[src/rtl/mmio_io_bridge.sv]
// rtl/mmio_io_bridge.sv - memory-mapped I/O stage: HEX/LED/switch/counter registers and sticky halt
module mmio_io_bridge #(
  parameter int CNT_W = 32
) (
  input  logic        Clock,
  input  logic        Reset,
  input  logic [15:0] DataAddr,
  input  logic        WriteEn,
  input  logic [15:0] WriteValue,
  input  logic        ReadEn,
  output logic [15:0] ReadValue,
  output logic        ReadValid,
  output logic        IoHit,
  output logic        Halt,
  input  logic [9:0]  SW,
  output logic [9:0]  LEDR,
  output logic [6:0]  HEX0,
  output logic [6:0]  HEX1,
  output logic [6:0]  HEX2,
  output logic [6:0]  HEX3,
  output logic [6:0]  HEX4,
  output logic [6:0]  HEX5
);

  // Word offsets inside the 0xFFF0..0xFFFF window
  localparam logic [3:0] A_HEX_LO = 4'h0;
  localparam logic [3:0] A_HEX_HI = 4'h1;
  localparam logic [3:0] A_LED    = 4'h2;
  localparam logic [3:0] A_SWITCH = 4'h3;
  localparam logic [3:0] A_CNT_LO = 4'h4;
  localparam logic [3:0] A_CNT_HI = 4'h5;
  localparam logic [3:0] A_HEX_EN = 4'h6;
  localparam logic [3:0] A_KILL   = 4'hF;

  logic [15:0]      hex_lo_q, hex_lo_d;
  logic [7:0]       hex_hi_q, hex_hi_d;
  logic [9:0]       led_q, led_d;
  logic [5:0]       hex_en_q, hex_en_d;
  logic [CNT_W-1:0] cnt_q, cnt_d;
  logic [15:0]      shadow_q, shadow_d;
  logic [9:0]       sw_meta_q, sw_meta_d;
  logic [9:0]       sw_sync_q, sw_sync_d;
  logic             halt_q, halt_d;
  logic [15:0]      read_value_q, read_value_d;
  logic             read_valid_q, read_valid_d;

  logic        rd_acc;
  logic        wr_acc;
  logic [3:0]  offs;
  logic [31:0] cnt_view;
  logic [15:0] read_data;

  assign IoHit    = (DataAddr[15:4] == 12'hFFF);
  assign offs     = DataAddr[3:0];
  assign rd_acc   = ReadEn & IoHit;
  // Once halted, every store (including another KILL) is dropped
  assign wr_acc   = WriteEn & IoHit & ~halt_q;
  assign cnt_view = 32'(cnt_q);

  // Active-low seven-segment glyph for one nibble, blanked when disabled
  function automatic logic [6:0] hex_glyph(input logic [3:0] nib, input logic en);
    logic [6:0] g;
    case (nib)
      4'h0: g = 7'h40;
      4'h1: g = 7'h79;
      4'h2: g = 7'h24;
      4'h3: g = 7'h30;
      4'h4: g = 7'h19;
      4'h5: g = 7'h12;
      4'h6: g = 7'h02;
      4'h7: g = 7'h78;
      4'h8: g = 7'h00;
      4'h9: g = 7'h10;
      4'hA: g = 7'h08;
      4'hB: g = 7'h03;
      4'hC: g = 7'h46;
      4'hD: g = 7'h21;
      4'hE: g = 7'h06;
      default: g = 7'h0E;
    endcase
    return en ? g : 7'h7F;
  endfunction

  // Load data mux; unmapped offsets (and KILL) read as zero
  always_comb begin
    read_data = 16'h0000;
    case (offs)
      A_HEX_LO: read_data = hex_lo_q;
      A_HEX_HI: read_data = {8'h00, hex_hi_q};
      A_LED:    read_data = {6'h00, led_q};
      A_SWITCH: read_data = {6'h00, sw_sync_q};
      A_CNT_LO: read_data = cnt_view[15:0];
      A_CNT_HI: read_data = shadow_q;
      A_HEX_EN: read_data = {10'h000, hex_en_q};
      default:  read_data = 16'h0000;
    endcase
  end

  // Next-state: stores, counter, CNT_LO snapshot, switch synchronizer, read response
  always_comb begin
    hex_lo_d     = hex_lo_q;
    hex_hi_d     = hex_hi_q;
    led_d        = led_q;
    hex_en_d     = hex_en_q;
    halt_d       = halt_q;
    shadow_d     = shadow_q;
    read_value_d = read_value_q;
    read_valid_d = rd_acc;
    sw_meta_d    = SW;
    sw_sync_d    = sw_meta_q;
    // The KILL edge itself still counts, so the value loaded on that edge is final
    cnt_d        = halt_q ? cnt_q : cnt_q + CNT_W'(1);

    if (wr_acc) begin
      case (offs)
        A_HEX_LO: hex_lo_d = WriteValue;
        A_HEX_HI: hex_hi_d = WriteValue[7:0];
        A_LED:    led_d    = WriteValue[9:0];
        A_HEX_EN: hex_en_d = WriteValue[5:0];
        A_KILL:   halt_d   = 1'b1;
        default:  ;
      endcase
    end

    if (rd_acc) begin
      // Reads see pre-write state, so a same-cycle load/store returns the old value
      read_value_d = read_data;
      // Snapshot the high half from the same pre-increment count the low half came from
      if (offs == A_CNT_LO) shadow_d = cnt_view[31:16];
    end
  end

  // State registers; reset wins over any simultaneous access
  always_ff @(posedge Clock) begin
    if (Reset) begin
      hex_lo_q     <= '0;
      hex_hi_q     <= '0;
      led_q        <= '0;
      hex_en_q     <= '0;
      cnt_q        <= '0;
      shadow_q     <= '0;
      sw_meta_q    <= '0;
      sw_sync_q    <= '0;
      halt_q       <= 1'b0;
      read_value_q <= '0;
      read_valid_q <= 1'b0;
    end else begin
      hex_lo_q     <= hex_lo_d;
      hex_hi_q     <= hex_hi_d;
      led_q        <= led_d;
      hex_en_q     <= hex_en_d;
      cnt_q        <= cnt_d;
      shadow_q     <= shadow_d;
      sw_meta_q    <= sw_meta_d;
      sw_sync_q    <= sw_sync_d;
      halt_q       <= halt_d;
      read_value_q <= read_value_d;
      read_valid_q <= read_valid_d;
    end
  end

  assign ReadValue = read_value_q;
  assign ReadValid = read_valid_q;
  assign Halt      = halt_q;
  assign LEDR      = led_q;
  assign HEX0      = hex_glyph(hex_lo_q[3:0],   hex_en_q[0]);
  assign HEX1      = hex_glyph(hex_lo_q[7:4],   hex_en_q[1]);
  assign HEX2      = hex_glyph(hex_lo_q[11:8],  hex_en_q[2]);
  assign HEX3      = hex_glyph(hex_lo_q[15:12], hex_en_q[3]);
  assign HEX4      = hex_glyph(hex_hi_q[3:0],   hex_en_q[4]);
  assign HEX5      = hex_glyph(hex_hi_q[7:4],   hex_en_q[5]);

endmodule

[config.mk]
export PLATFORM = sky130hd
export DESIGN_NAME = mmio_io_bridge
export DESIGN_NICKNAME = d
export VERILOG_FILES = /design/src/rtl/mmio_io_bridge.sv
export SDC_FILE = /design/constraint.sdc
export NUM_CORES = 1
export LEC_CHECK = 0
export CAP_MARGIN = 20
export CORE_UTILIZATION = 55
export DETAILED_ROUTE_END_ITERATION = 8
export GPL_TIMING_DRIVEN = 0
export PLACE_DENSITY_LB_ADDON = 0.3
export SYNTH_ARGS = -nofsm -noshare
export SYNTH_HDL_FRONTEND = slang
export SYNTH_SLANG_ARGS = --single-unit
[constraint.sdc]
create_clock -name Clock -period 3.3 [get_ports Clock]
set_input_delay 0.66 -clock Clock [delete_from_list [all_inputs] [get_ports Clock]]
set_output_delay 0.66 -clock Clock [all_outputs]
set_load 0.01 [all_outputs]
**After elaboration in Yosys (flattened, before gate mapping)**

Memory sizes are Yosys's and may differ from the RTL's. A register that Yosys moved wholly into a read port is not among the register bits.
Cells that the tools add are included.

- $add $sub $neg: 1
- Equal/unequal tests: 8
- Muxes and demuxes: 19
- Bitwise operators: 4
- Reduce and logical (&&, ||, !) cells: 7

Operators with widths:

| operator | number |
|---|---|
| case mux 16 bit (7 select lines) | 1 |
| two-way mux 4 bit | 12 |
| two-way mux 7 bit | 6 |
| adder 32 x 1 -> 32 bit, second input constant | 1 |
| equality test 12 bit, second input constant | 1 |
| equality test 4 x 3 -> 1 bit, second input constant | 3 |
| AND reduction 2 bit | 6 |
| equality test 4 x 2 -> 1 bit, second input constant | 2 |
| equality test 4 x 1 -> 1 bit, second input constant | 1 |
| equality test 4 bit, second input constant | 1 |
| logical NOT 4 bit | 1 |
| AND 1 bit | 3 |
| inverter 1 bit | 1 |

- Flip-flop bits (word level): 126
- ROM bits: 672
- Output and inout port bits: 71
- Logic and storage cells: 56
- Memories kept: 6

Memories:

| memory | depth | bits a word | rd ports | clocked after Yosys merged registers in | write ports | line | text |
|---|---|---|---|---|---|---|---|
| (name not given) | 16 | 7 | 1 | 1 | 0 | 63 | `case (nib)` |
| (name not given) | 16 | 7 | 1 | 1 | 0 | 63 |  |
| (name not given) | 16 | 7 | 1 | 1 | 0 | 63 |  |
| (name not given) | 16 | 7 | 1 | 1 | 0 | 63 |  |
| (name not given) | 16 | 7 | 1 | 1 | 0 | 63 |  |
| (name not given) | 16 | 7 | 1 | 1 | 0 | 63 |  |

**Logic depth before layout (Yosys ltp)**

- Depth in word-level cells: 6
- Mapped depth: 14
- Mapped depth without buffers: 11

**Worst setup path after synthesis**

No wires, ideal clock.

- Path kind: input -> register
- Start: in DataAddr[3]
- End: reg with a tool-made name
- Setup time: 0.070 ns
- Data arrival time: 3.037 ns
- Data required time: 3.230 ns
- Path slack: 0.194 ns
- Cell stages on the path: 12
- Path buffers: 2
- Cell sequence: or2_1 buf_6 nor3b_4 and2_1 buf_4 nand2_1 a21oi_1 inv_1 ha_1 a211oi_1 o32a_1 a21oi_1

RTL lines:

| what | line | text |
|---|---|---|
| start: declaration | 7 | `input logic [15:0] DataAddr,` |

==> metrics.txt <==
Placer Congestion=0.963; DR vias/cell=6.08; final wirelength=25300 µm; Worst R2R Setup Slack=280 ps; core area=15100 µm²; Placement Setup Slack=-1020 ps; Residual DRC=0; Yosys top cell area share=39.5%; Synth Area in Simple Gates=23.6%; Seq/Total Area, Yosys=39.5%; CTS sink count=168; Synth Register Bits=168; Synth Cell Area=8520 µm²; Worst Max-Slew Pin Slew=1110 ps; Post-Synth Adder-Cell Area=5.44%; Site Rows=45; Clock Path Buffers=2; post-route setup slack=19.1 ps; clock root cell=clkbuf_16; most area-hungry cell type in the Yosys netlist=dfxtp_1; Clock transition at path regs=60 ps; Syn Nets=1062; IO buf count=110; endpoint class of the critical path=flip-flop; Async SR Flop Fraction=0%; Final Hold Viols=0; Worst Path Required=3580 ps; largest family of logic cells by synthesized area=simple AND/OR/NAND/NOR gates; Startpoint Class=input port; Yosys cell types=68; initial antenna violation count=0; Setup CP Type=in -> reg; mux cell area share after synthesis=8.35%; total track usage=31.6%; Setup Skew=8.31 ps; First-pass DRT Iterations=8; Worst Path Arrival=3560 ps; Pleak=4.10 nW; clk_lat worst skew=430 ps; status=completed; Cell Count, Final, Fillers Out=1317; Top FF cell, synth=dfxtp_1; Max Slew Vio Count=0; CTS buffer count=17; design area=10600 µm²; DPL Wire Length=18200 µm; initial core utilization=56.2%; H-tree depth=4; placed insts=1277; vias in the first global route=7530; wire length of the first global-routing pass=39000 µm; most frequent cells in the layout=dfxtp_1, clkdlybuf4s50_1, nand2_1; largest net degree at the start of global routing=17; nets@finish=1200; Max IR drop VDD=0.361 mV; Vias=8013; Hold WC Path Type=reg -> reg; # diodes=0; CTS tree=yes; Chip Width=126 µm; Post-synth EDFFs=0; # setup viols final=0; final worst-path cycle share=99.4%; cell count after synthesis=979; average wire per standard cell=19.2 µm; min Tclk post-route=3280 ps; global route overflow=0; area delta synth->final=24.4%; hold slack=436 ps; Synth Area in Compound Gates=16.0%; most common cell after layout, fill and taps aside=dfxtp_1; f_max=305 MHz; I/O pins=117; largest cells by area after synthesis=dfxtp_1, mux2i_1, ha_1; DRT iter0 DRCs=907; Yosys warnings=0; pwr dens=407 nW/µm²; number of max-cap violations=0; Avg Cell Area, Syn=8.70 µm²; post-synthesis xor/xnor area fraction=2.67%; Antenna Nets Post-Route=0; Post-CTS Hold Buffers=0; Max-slew headroom=25.6%; Die ar.=16000 µm²; CP max FO=10; layout cells sized above 1=9.48%; Die H=126 µm; placed inst area=9850 µm²
-- worst max-delay path, cell delays in order --
cell and delay, ps:
clkdlybuf4s50_1 500, clkbuf_1 460, clkbuf_1 580, clkbuf_1 600, clkbuf_1 600, o22ai_1 140
-- timing repair --
| item | CTS | global route |
|---|---|---|
| gates resized for setup | 16 | 16 |
| setup buffers | 2 | 7 |
| endpoints found under the setup margin | 39 | 33 |
| pin swaps | 2 | 5 |
-- worst paths after layout --
check / from / endpoint / depth (start not counted)
max: Reset / flip-flop / 6
min: sw_meta_q[9] / sw_sync_q[9] / 1
max reg2reg: Halt / flip-flop / 12
min reg2reg: sw_meta_q[9] / sw_sync_q[9] / 1
-- per-stage QoR --
step                      utilization, %  TNS, ps  power (mW)
final                               69.9        0        4.31
after global routing                69.9     -192        4.41
after CTS                           69.4    -41.1        4.31
after detailed placement            65.0   -33940        2.29
after global placement              65.0   -32950        2.29
after floorplan                        -        0        2.19
-- synth_stat cells, types with 3 or more instances --
cell type	number
a2bb2oi_1	6
and3_1	13
a211oi_1	6
and4_1	5
clkbuf_1	45
nor2b_1	26
xor2_1	19
nand2_1	94
o22ai_1	7
ha_1	37
and2_1	7
nor3b_1	11
a31oi_1	8
nor2_1	88
o21ai_0	20
o32ai_1	5
buf_2	6
mux2i_1	54
nand4_1	13
nand2b_1	55
a221oi_1	4
a222oi_1	6
a31o_2	8
a22o_1	9
a22oi_1	23
a21oi_1	64
nor3_1	9
nand3_1	47
dfxtp_1	168
mux2_2	9
buf_4	3
xnor2_1	7
inv_1	30
a31oi_2	3
buf_1	3
a32o_1	6
inv_2	3
or3_1	7
nand3b_1	4
a31o_1	3
-- logic make-up after synthesis --
| kind of cell | Yosys count |
|---|---|
| multiplexers | 68 |
| flip-flops | 168 |
| AO/OA/AOI/OAI | 196 |
| AND/OR/NAND/NOR | 392 |
| XOR/XNOR | 26 |
| adder cells (fa/ha/maj) | 37 |
| buffers and inverters | 92 |
-- where the power goes --
| part | total (mW) | internal [mW] | leakage (nW) | switching [mW] |
|---|---|---|---|---|
| clock | 2.05 | 1.23 | 0.286 | 0.822 |
| combinational | 0.207 | 0.0797 | 2.46 | 0.127 |
| sequential | 2.05 | 2.04 | 1.36 | 0.00783 |
| total | 4.31 | 3.35 | 4.10 | 0.957 |
-- area by class of cell --
type / instances / area [µm²]
Inverter: 33 / 124
Sequential cell: 168 / 3360
Clock inverter: 10 / 144
Clock buffer: 21 / 460
Multi-Input combinational cell: 719 / 4830
Buffer: 59 / 270
Fill cell: 1231 / 4550
Timing Repair Buffer: 119 / 1160
Tap cell: 188 / 235
-- layer usage --
| metal | track usage, % | share of wire [%] | up-vias | wire, µm |
|---|---|---|---|---|
| met4 | 14.0 | 4.1 | 0 | 1030 |
| met3 | 6.75 | 9.1 | 72 | 2290 |
| met2 | 53.3 | 48 | 407 | 12200 |
| met5 | 0 | 0 | - | 0 |
| li1 | - | - | 3718 | - |
| met1 | 38.8 | 39 | 3816 | 9790 |
Note: power is estimated with default switching activity, not from simulation.
